--- src/rtl/rect_batch_fetcher.sv ---
// Streams RECT_COUNT rect descriptors of FIELDS words from bsram in batches of BATCH rects.
// Optional RECT_CHECKSUM_EN adds a running XOR of every delivered word on out_checksum.
module rect_batch_fetcher #(
    parameter int ADDR_WIDTH = 13,
    parameter int DATA_WIDTH = 16,
    parameter int BASE_ADDR  = 0,
    parameter int RECT_COUNT = 64,
    parameter int FIELDS     = 6,
    parameter int BATCH      = 16,
    localparam int RW = (BATCH > 1) ? $clog2(BATCH) : 1,
    localparam int FW = (FIELDS > 1) ? $clog2(FIELDS) : 1,
    localparam int BW = $clog2(RECT_COUNT / BATCH) + 1
) (
    input  logic                  clk,
    input  logic                  reset,
    input  logic                  copy_start,
    output logic [ADDR_WIDTH-1:0] mem_addr,
    input  logic [DATA_WIDTH-1:0] mem_din,
    output logic                  out_valid,
    output logic [DATA_WIDTH-1:0] out_data,
    output logic [RW-1:0]         out_rect,
    output logic [FW-1:0]         out_field,
    output logic [BW-1:0]         batch_idx,
    output logic                  batch_done,
    input  logic                  batch_ack,
    output logic                  busy,
`ifdef RECT_CHECKSUM_EN
    output logic [DATA_WIDTH-1:0] out_checksum,
`endif
    output logic                  done
);
    // state      | meaning
    // IDLE       | waiting for copy_start
    // FETCH      | issuing one read address per cycle for the current batch
    // DRAIN      | last two words of the batch still in the read pipeline
    // BATCH_WAIT | batch delivered, holding until batch_ack

    localparam int WORDS = BATCH * FIELDS;
    localparam int CW    = $clog2(WORDS + 1);
    localparam int NB    = RECT_COUNT / BATCH;

    typedef enum logic [1:0] {IDLE, FETCH, DRAIN, BATCH_WAIT} state_t;

    state_t          state, state_nxt;
    logic [CW-1:0]   fcnt;
    logic            rd_valid;
    logic [FW-1:0]   f_cnt;
    logic [RW-1:0]   r_cnt;
    logic            last_batch;

    assign last_batch = (batch_idx == BW'(NB - 1));

    always_ff @(posedge clk or negedge reset) begin
        if (!reset) state <= IDLE;
        else        state <= state_nxt;
    end

    always_comb begin
        state_nxt = state;
        case (state)
            IDLE:       if (copy_start) state_nxt = FETCH;
            FETCH:      if (fcnt == CW'(WORDS - 1)) state_nxt = DRAIN;
            DRAIN:      if (fcnt == CW'(1)) state_nxt = BATCH_WAIT;
            BATCH_WAIT: if (batch_ack) state_nxt = last_batch ? IDLE : FETCH;
            default:    state_nxt = IDLE;
        endcase
    end

    always_comb begin
        busy       = (state != IDLE);
        batch_done = (state == DRAIN) || (state == BATCH_WAIT);
    end

    // Address side: fcnt counts issued addresses in FETCH, then the two drain cycles.
    always_ff @(posedge clk or negedge reset) begin
        if (!reset) begin
            mem_addr  <= ADDR_WIDTH'(BASE_ADDR);
            fcnt      <= '0;
            batch_idx <= '0;
            done      <= 1'b0;
        end else begin
            done <= 1'b0;
            case (state)
                IDLE: begin
                    if (copy_start) begin
                        mem_addr  <= ADDR_WIDTH'(BASE_ADDR);
                        batch_idx <= '0;
                        fcnt      <= '0;
                    end
                end
                FETCH: begin
                    mem_addr <= mem_addr + ADDR_WIDTH'(1);
                    fcnt     <= (fcnt == CW'(WORDS - 1)) ? '0 : fcnt + CW'(1);
                end
                DRAIN: begin
                    fcnt <= (fcnt == CW'(1)) ? '0 : fcnt + CW'(1);
                end
                BATCH_WAIT: begin
                    if (batch_ack) begin
                        fcnt <= '0;
                        if (last_batch) done <= 1'b1;
                        else            batch_idx <= batch_idx + BW'(1);
                    end
                end
                default: fcnt <= '0;
            endcase
        end
    end

    // Data side: rd_valid marks mem_din as valid, output stage registers it one cycle later.
    always_ff @(posedge clk or negedge reset) begin
        if (!reset) begin
            rd_valid  <= 1'b0;
            out_valid <= 1'b0;
            out_data  <= '0;
            out_field <= '0;
            out_rect  <= '0;
            f_cnt     <= '0;
            r_cnt     <= '0;
        end else begin
            rd_valid  <= (state == FETCH);
            out_valid <= rd_valid;
            if (state == IDLE && copy_start) begin
                f_cnt <= '0;
                r_cnt <= '0;
            end else if (rd_valid) begin
                out_data  <= mem_din;
                out_field <= f_cnt;
                out_rect  <= r_cnt;
                if (f_cnt == FW'(FIELDS - 1)) begin
                    f_cnt <= '0;
                    r_cnt <= (r_cnt == RW'(BATCH - 1)) ? '0 : r_cnt + RW'(1);
                end else begin
                    f_cnt <= f_cnt + FW'(1);
                end
            end
        end
    end

`ifdef RECT_CHECKSUM_EN
    logic [DATA_WIDTH-1:0] csum;

    always_ff @(posedge clk or negedge reset) begin
        if (!reset)                         csum <= '0;
        else if (state == IDLE && copy_start) csum <= '0;
        else if (rd_valid)                  csum <= csum ^ mem_din;
    end

    assign out_checksum = csum;
`endif

endmodule
--- config.mk ---
export PLATFORM = sky130hd
export DESIGN_NAME = rect_batch_fetcher
export DESIGN_NICKNAME = d
export VERILOG_FILES = /design/src/rtl/rect_batch_fetcher.sv
export SDC_FILE = /design/constraint.sdc
export NUM_CORES = 1
export LEC_CHECK = 0
export ABC_AREA = 1
export BUFFER_PORTS_ARGS = -buffer_cell sky130_fd_sc_hd__buf_2
export CORE_MARGIN = 3
export CORE_UTILIZATION = 52
export DETAILED_ROUTE_END_ITERATION = 8
export PLACE_DENSITY = 0.77
export SLEW_MARGIN = 10
export SYNTH_ARGS = -nofsm -noshare
export SYNTH_HDL_FRONTEND = slang
export SYNTH_SLANG_ARGS = --single-unit
--- constraint.sdc ---
create_clock -name clk -period 5.1 [get_ports clk]
set_clock_uncertainty 0.2 [all_clocks]
set_input_delay 0.255 -clock clk [delete_from_list [all_inputs] [get_ports clk]]
set_output_delay 0.255 -clock clk [all_outputs]
set_load 0.03 [all_outputs]
* Word-level counts from Yosys, hierarchy flattened
Index checks and enable logic that the tools add are counted.
** Storage, ports and cells
- Logic and storage cells :: 72
- Output and inout port bits :: 43
- Register bits :: 58
- Bits of input ports :: 20
** Operators by class
- Multiplexer cells :: 27
- Equality and inequality tests :: 13
- $add $sub $neg :: 5
- Reductions and logical operators :: 14
- Bitwise gates (word level) :: 1
** Operators by type and width (number)
- 7-bit two-way mux :: 4
- 7-bit case mux with 4 select lines :: 1
- 13-bit case mux with 2 select lines :: 1
- 3-bit two-way mux :: 6
- 4-bit two-way mux :: 4
- 13-bit by 1-bit adder with 13-bit output (second input constant) :: 1
- 13-bit two-way mux :: 1
- 2-bit nonzero test :: 5
- 2-bit two-way mux :: 4
- 2-bit inequality test (second input constant) :: 4
- 2-bit case mux with 4 select lines :: 1
- 2-bit AND reduction :: 4
- 4-bit AND reduction :: 2
- 7-bit by 1-bit adder with 7-bit output (second input constant) :: 1
- 7-bit by 1-bit equality test with 1-bit output (second input constant) :: 1
- 7-bit equality test (second input constant) :: 1
- 3-bit by 1-bit adder with 3-bit output (second input constant) :: 2
- 3-bit case mux with 2 select lines :: 1
- 4-bit by 1-bit adder with 4-bit output (second input constant) :: 1
- 2-bit equality test (second input constant) :: 2
- 4-bit equality test (second input constant) :: 1
- 1-bit two-way mux :: 4
- 3-bit by 2-bit equality test with 1-bit output (second input constant) :: 1
- 3-bit equality test (second input constant) :: 1
- 6 further kinds :: 6

* Longest topological paths before layout
Gate-level depths: netlist (run 1).
- Word-level depth :: 5
- Depth in mapped cells :: 11
- Depth with buffers taken out :: 11

* Worst setup path before layout (run 1)
OpenSTA, ideal clock, no wires.
- Path type :: flip-flop to flip-flop
- Start point :: register state[0]
- End point :: register mem_addr[10]
- Path slack :: 3239 ps
- Stages on the path, launching flop included :: 9
- Arrival time :: 1539 ps
- Path buffers :: 0
- Cells stage by stage :: dfrtp_1 > inv_1 > ha_1 > inv_1 > nand2_2 > nand2_4 > nand4_2 > o21ai_0 > nor2_1
** On the way
- Longest elaborated chain between the ends :: 3
- Elaborated cells between the ends (all ways) :: 6
** Ends and longest elaborated chain
- start, declared :: line 44 : state_t state, state_nxt;
- start signal, assigned :: line 55 : else state <= state_nxt;
- 2-bit by 1-bit equality test with 1-bit output or 2-bit zero test (tied branches) :: line 83 : case (state)
- 2-bit nonzero test (no source line) or 2-bit inequality test (tied branches)
- 2-bit AND reduction (no source line)
- end signal, assigned :: line 77 : mem_addr <= ADDR_WIDTH'(BASE_ADDR);
- end signal, assigned :: line 86 : mem_addr <= ADDR_WIDTH'(BASE_ADDR);
- end signal, assigned :: line 92 : mem_addr <= mem_addr + ADDR_WIDTH'(1);
- end, declared :: line 17 : output logic [ADDR_WIDTH-1:0] mem_addr,
Several ways; a longest one is shown, not always the timed one.
A chain may end at the register's enable or synchronous reset.

* Final worst setup path (run 1)
- Start point :: register state[0]
- End point :: output batch_done
** On the way
- Longest elaborated chain between the ends :: 2
- Elaborated cells between the ends (all ways) :: 3
** Ends and longest elaborated chain
- 2-bit equality test :: line 71 : batch_done = (state == DRAIN) || (state == BATCH_WAIT);
- 1-bit logical OR (*) :: line 71
- end, declared :: line 24 : output logic batch_done,
Mark *: on every way between the ends. The rest lies on a longest branch, timed or not.

==> results.ini, run 1 <==
[yosys]
synth_edf_count = 0
syn_area_mm2 = 0.00290
synth-seq-cells = 58
synth_common_cells = nand2_1, dfrtp_1, inv_1, nor2_1, o21ai_0
yosysSeqAreaShare_pct = 50.1
synthDistinctLibCells = 32
synth_top_cell_area_share_pct = 50.1
synth_cells = 351
yosys.area.top_type = dfrtp_1
synth_top_flop_cell = dfrtp_1
synthMostInstantiatedCell = nand2_1
synthArstFlopShare_pct = 100
yosys_warnings = 0
synth_nets = 382
synth_area_leaders = dfrtp_1, nand2_1, inv_1
avgSynthCellArea_um2 = 8.25

[die]
die_h_um = 80.6
die_w_um = 80.6
io_pins = 63
core_mm2 = 0.00524
rows = 26
initial_core_util_pct = 55.3
dieArea_mm2 = 0.00650

[finish]
fin_nets = 469
area_growth_syn_to_layout_pct = 26.5
diodes = 0
seq_area_mm2 = 0.00145
multi_input_area_mm2 = 0.00125
final_area_mm2 = 0.00366
fillers = 417
final_layout_size_suffix_gt1_share_pct = 22.1

[placement]
dpl.hpwl_um = 4340
pre_cts_ws_ns = 3.07
gp_congestion = 0.813
placed_area_mm2 = 0.00326
port_buffers = 62

[timing]
finalSetupTns_ns = 0
period_needed_ns = 2.07
setup_viol = 0
maxSlewViolCount = 0
rsz0062_at_grt = false
worst_pin_slew_ns = 0.700
fmax_mhz = 483
slew_headroom_pct = 53.4
timing_hold_violations_final = 0
fin_ws_ns = 3.03
fin_crit_sh_pct = 40.6

[worst_setup_path]
required_ns = 4.64
reg2reg_depth = 8
crit_chain = inv_1, ha_1, or2_2, buf_2
r2r_setup_slack_ns = 3.04
r2r_end = out_rect[0]
worst_ep_arrival_time_ns = 1.61
path_class = flip-flop to output port
crit_path_top_delay_cell = dfrtp_1
crit_path_start_kind = flip-flop
cpPeakStageDelay_ns = 0.44
end_kind = output port
worstPathMaxFanout = 6
r2r_start = state[0]

[global_routing]
grt_use_total_pct = 21.4
grt_pass1_wl_um = 10600
grt_pass1_vias = 2404
grt_start_max_net_pins = 59
antenna_found_initial = 0
grt_overflow = 0

[min_path]
hp-start = copy_start
hold_depth = 4
hold_class = input port to flip-flop
whs_endpoint = r_cnt[2]

[clock_tree]
cts_root_buf = clkbuf_8
cts_resized = 0
numCtsBuffers = 9
cts_buffer_depth = 2
clk_latency_ns = 0.35
clk_pin_slew_ns = 0.07
cts_tree = yes
clock-sinks = 58
htreeDepth = 3

[job]
drv_cap = 0

[routing]
drt-initial-drc-count = 129
drt-vias-per-instance = 4.98
wire_per_inst_um = 12.6
drc = 0
num_vias = 2554
routed_wl_um = 6440
drtPass1Iterations = 4
ant_nets = 0

[status]
status = finished clean

[power_and_ir_drop]
p_leak_nw = 1.97
power_density_mw_per_mm2 = 545
ir_worst_vdd_mv = 0.393

==> final cells by class <==
type / count / share of cell area, %
timing repair buffer: 81 / 13.6
tap: 70 / 2.39
multi-input combinational: 247 / 34.2
inverter: 41 / 4.27
clock buffer: 11 / 3.86
clock inverter: 5 / 2.12
sequential: 58 / 39.6
==> metal layers <==
layer | track usage (%) | wire length (um) | vias up
met5 | 0 | 0 | -
met4 | 9.63 | 121 | 0
met3 | 5.27 | 346 | 13
met2 | 35.2 | 3100 | 60
met1 | 26.5 | 2870 | 1189
li1 | - | - | 1292
==> worst max-delay path: cells and delay by family (launching register included) <==
kind          cells  cell delay, ns
buf+inv           2            0.29
simple gates      1            0.29
fa+ha+maj         1            0.26
flops             1            0.44
==> sequential cells by signal, indices dropped and copies added, names as in the netlist <==
register and cells:
mem_addr 13, out_data 16, state 2, done 1
out_valid 1, out_field 3, rd_valid 1, batch_idx 3
out_rect 4, f_cnt 3, fcnt 7, r_cnt 4
==> cells in the final DEF (no fill, tap or decap), types with 2 or more instances in the layout <==
cell type / netlist / routed
nor2_4: 3 / 3
clkinv_2: 0 / 2
o21ai_1: 2 / 2
inv_1: 37 / 37
clkbuf_8: 0 / 10
a21oi_1: 8 / 8
nand2_4: 3 / 3
nand4_1: 9 / 9
dlygate4sd3_1: 0 / 18
inv_2: 3 / 3
nand2_1: 126 / 126
o21ai_0: 22 / 22
dfrtp_1: 58 / 58
nor2_1: 26 / 26
buf_2: 3 / 62
bufinv_16: 0 / 2
nand2_2: 2 / 2
nand3_1: 19 / 19
ha_1: 11 / 11
o22ai_1: 2 / 2
==> stage by stage <==
step           total power, mW  utilization (%)  hold slack [ns]  cells
6_report                  2.00             69.9            0.105    513
2_1_floorplan             1.30                -           -0.241    351
3_5_place_dp              1.52             62.3            0.200    479
4_1_cts                   2.01             69.9            0.103    513
5_1_grt                   2.13             69.9            0.137    513
3_3_place_gp              1.49             62.3            0.207    479
==> worst max-delay path by stage <==
stage	cells past startpoint	from	end
floorplan	8	state[0]	mem_addr[10]
global placement	8	state[0]	out_rect[1]
detailed placement	8	state[0]	out_rect[0]
CTS	4	state[0]	batch_done
global route	8	state[0]	out_rect[1]
finish	4	state[0]	batch_done
==> repair_timing <==
item                                    in CTS  in global routing
endpoints found under the hold margin       75                  0
hold buffers                                18                  0
endpoints found under the setup margin       0                  0
setup buffers                                0                  0
==> power by group <==
group / internal [mW] / total [mW] / switching [mW]
Sequential: 0.588 / 0.672 / 0.0844
Clock: 0.287 / 0.477 / 0.190
Combinational: 0.237 / 0.848 / 0.611
Total: 1.11 / 2.00 / 0.886
==> cells by family (layout without fill, tap and decap cells) <==
group | after synthesis | in the layout | share of synthesized area, %
compound gates | 39 | 39 | 7.78
flops | 58 | 58 | 50.1
mux | 1 | 1 | 0.346
buf+inv | 46 | 138 | 6.70
simple gates | 195 | 195 | 30.0
xor+xnor | 1 | 1 | 0.302
fa+ha+maj | 11 | 11 | 4.75
(Power assumes the default switching activity.)
==> run 2: changes to the inputs <==
Clock period 5.1 ns to 1.95 ns, I/O delays scaled along.
==> results.ini, run 2 (synthesis gave the netlist of run 1 again) <==
[clock_tree]
clk_latency_ns = 0.34
cts_buffer_depth = 2
cts_tree = yes
clock-sinks = 58
numCtsBuffers = 9
htreeDepth = 3
clk_pin_slew_ns = 0.06
cts_root_buf = clkbuf_8

[routing]
drt-vias-per-instance = 5.03
m1WireLength_um = 2900
routed_wl_um = 6500
wl_met3_um = 331
drt-initial-drc-count = 128
wire_per_inst_um = 12.5
ant_nets = 0
route.top_layer_used = met4
wl_met2_um = 3080
num_vias = 2623
drc = 0
drtPass1Iterations = 4

[finish]
layout_commonest_cell = nand2_1
utilization_pct = 71.1
fin_nets = 477
area_growth_syn_to_layout_pct = 28.6
final_area_mm2 = 0.00372
final_cell_mix = nand2_1, buf_2, dfrtp_1, inv_1, nor2_1
largestRegisters = out_data x16, mem_addr x13, fcnt x7
final_layout_size_suffix_gt1_share_pct = 23.9
top_register = out_data
largest_register_ffs = 16
diodes = 0

[min_path]
hold_class = input port to asynchronous set/reset pin

[job]
drv_cap = 0

[global_routing]
grt_pass1_wl_um = 11300
grt_overflow = 0
grt_pass1_vias = 2604
grt_start_max_net_pins = 59
grt_use_total_pct = 22.7
antenna_found_initial = 0

[timing]
period_needed_ns = 1.87
finalSetupTns_ns = 0
fmax_mhz = 535
fin_crit_sh_pct = 95.9
slew_headroom_pct = 72.9
maxSlewViolCount = 0
timing_hold_violations_final = 0
setup_viol = 0
worst_pin_slew_ns = 0.402

[worst_setup_path]
worstPathMaxFanout = 5
worst-path-buf-inv = 3
r2r_setup_slack_ns = 0.12
worst_ep_arrival_time_ns = 1.57
cpMostUsedCell = buf_6
crit_path_start_kind = flip-flop
reg2reg_depth = 8
end_kind = output port
crit_path_top_delay_cell = dfrtp_1
r2r_start = state[1]
path_class = flip-flop to output port
r2r_end = out_field[2]
critical-path-top-delay-family = buffers and inverters
cpPeakStageDelay_ns = 0.39
crit_chain = buf_6, ha_2, buf_4, or2_4, buf_6
required_ns = 1.65

[placement]
placed_area_mm2 = 0.00332
dpl.hpwl_um = 4500
port_buffers = 62
gp_congestion = 0.835

[die]
die_w_um = 80.6
die_h_um = 80.6
core_mm2 = 0.00524
io_pins = 63
rows = 26
dieArea_mm2 = 0.00650
initial_core_util_pct = 55.3

[power_and_ir_drop]
ir_worst_vdd_mv = 1.00
p_leak_nw = 2.00
power_density_mw_per_mm2 = 1380

[status]
status = finished clean

[run 2: what timing repair did]
item	in CTS	in global routing
setup buffers	0	3
pin swaps	0	1
endpoints found under the hold margin	81	0
hold buffers	19	0
resized for setup	4	4
endpoints found under the setup margin	1	36
[run 2: where the power goes]
group	total (mW)	internal (mW)	switching (mW)
Clock	0.966	0.488	0.478
Combinational	2.44	0.775	1.66
Sequential	1.75	1.54	0.212
Total	5.15	2.80	2.35
[run 2: final cells by class]
type / instances / area [um2]
clock buffers: 11 / 141
clock inverters: 5 / 30.0
fillers: 429 / 1510
inverters: 41 / 156
multi-input cells: 247 / 1260
flip-flops and latches: 58 / 1450
well taps: 70 / 87.6
repair buffers: 89 / 596
[run 2: worst min-delay path: cells and delay by family]
kind	cells	cell delay, ns
buffers and inverters	3	0.90
[run 2: per-stage QoR]
step / power, mW / setup WS, ns / std cells / hold slack (ns)
after global routing: 5.52 / -0.00212 / 521 / 0.126
after global placement: 3.99 / 0.157 / 483 / -0.0771
final: 5.15 / 0.0806 / 521 / 0.0765
after detailed placement: 4.06 / 0.0218 / 483 / -0.0776
after CTS: 5.11 / 0.00259 / 518 / 0.0921
after floorplan: 3.40 / 0.0894 / 351 / -0.398
[run 2: worst max path at each step]
stage                         from      endpoint  slack, ns  depth (start not counted)
after global placement    state[1]   out_rect[1]       0.16                          9
after global routing      state[1]  out_field[2]     -0.002                          8
after detailed placement  state[1]  out_field[2]       0.02                          8
after floorplan           state[0]  mem_addr[10]       0.09                          8
after CTS                 state[0]    batch_done      0.003                          5
final                     state[0]    batch_done       0.08                          5
[run 2: routing by layer]
layer	GRT usage, %	vias to the layer above
li1	-	1312
met1	27.0	1223
met2	38.7	71
met3	5.38	17
met4	10.3	0
met5	0	-
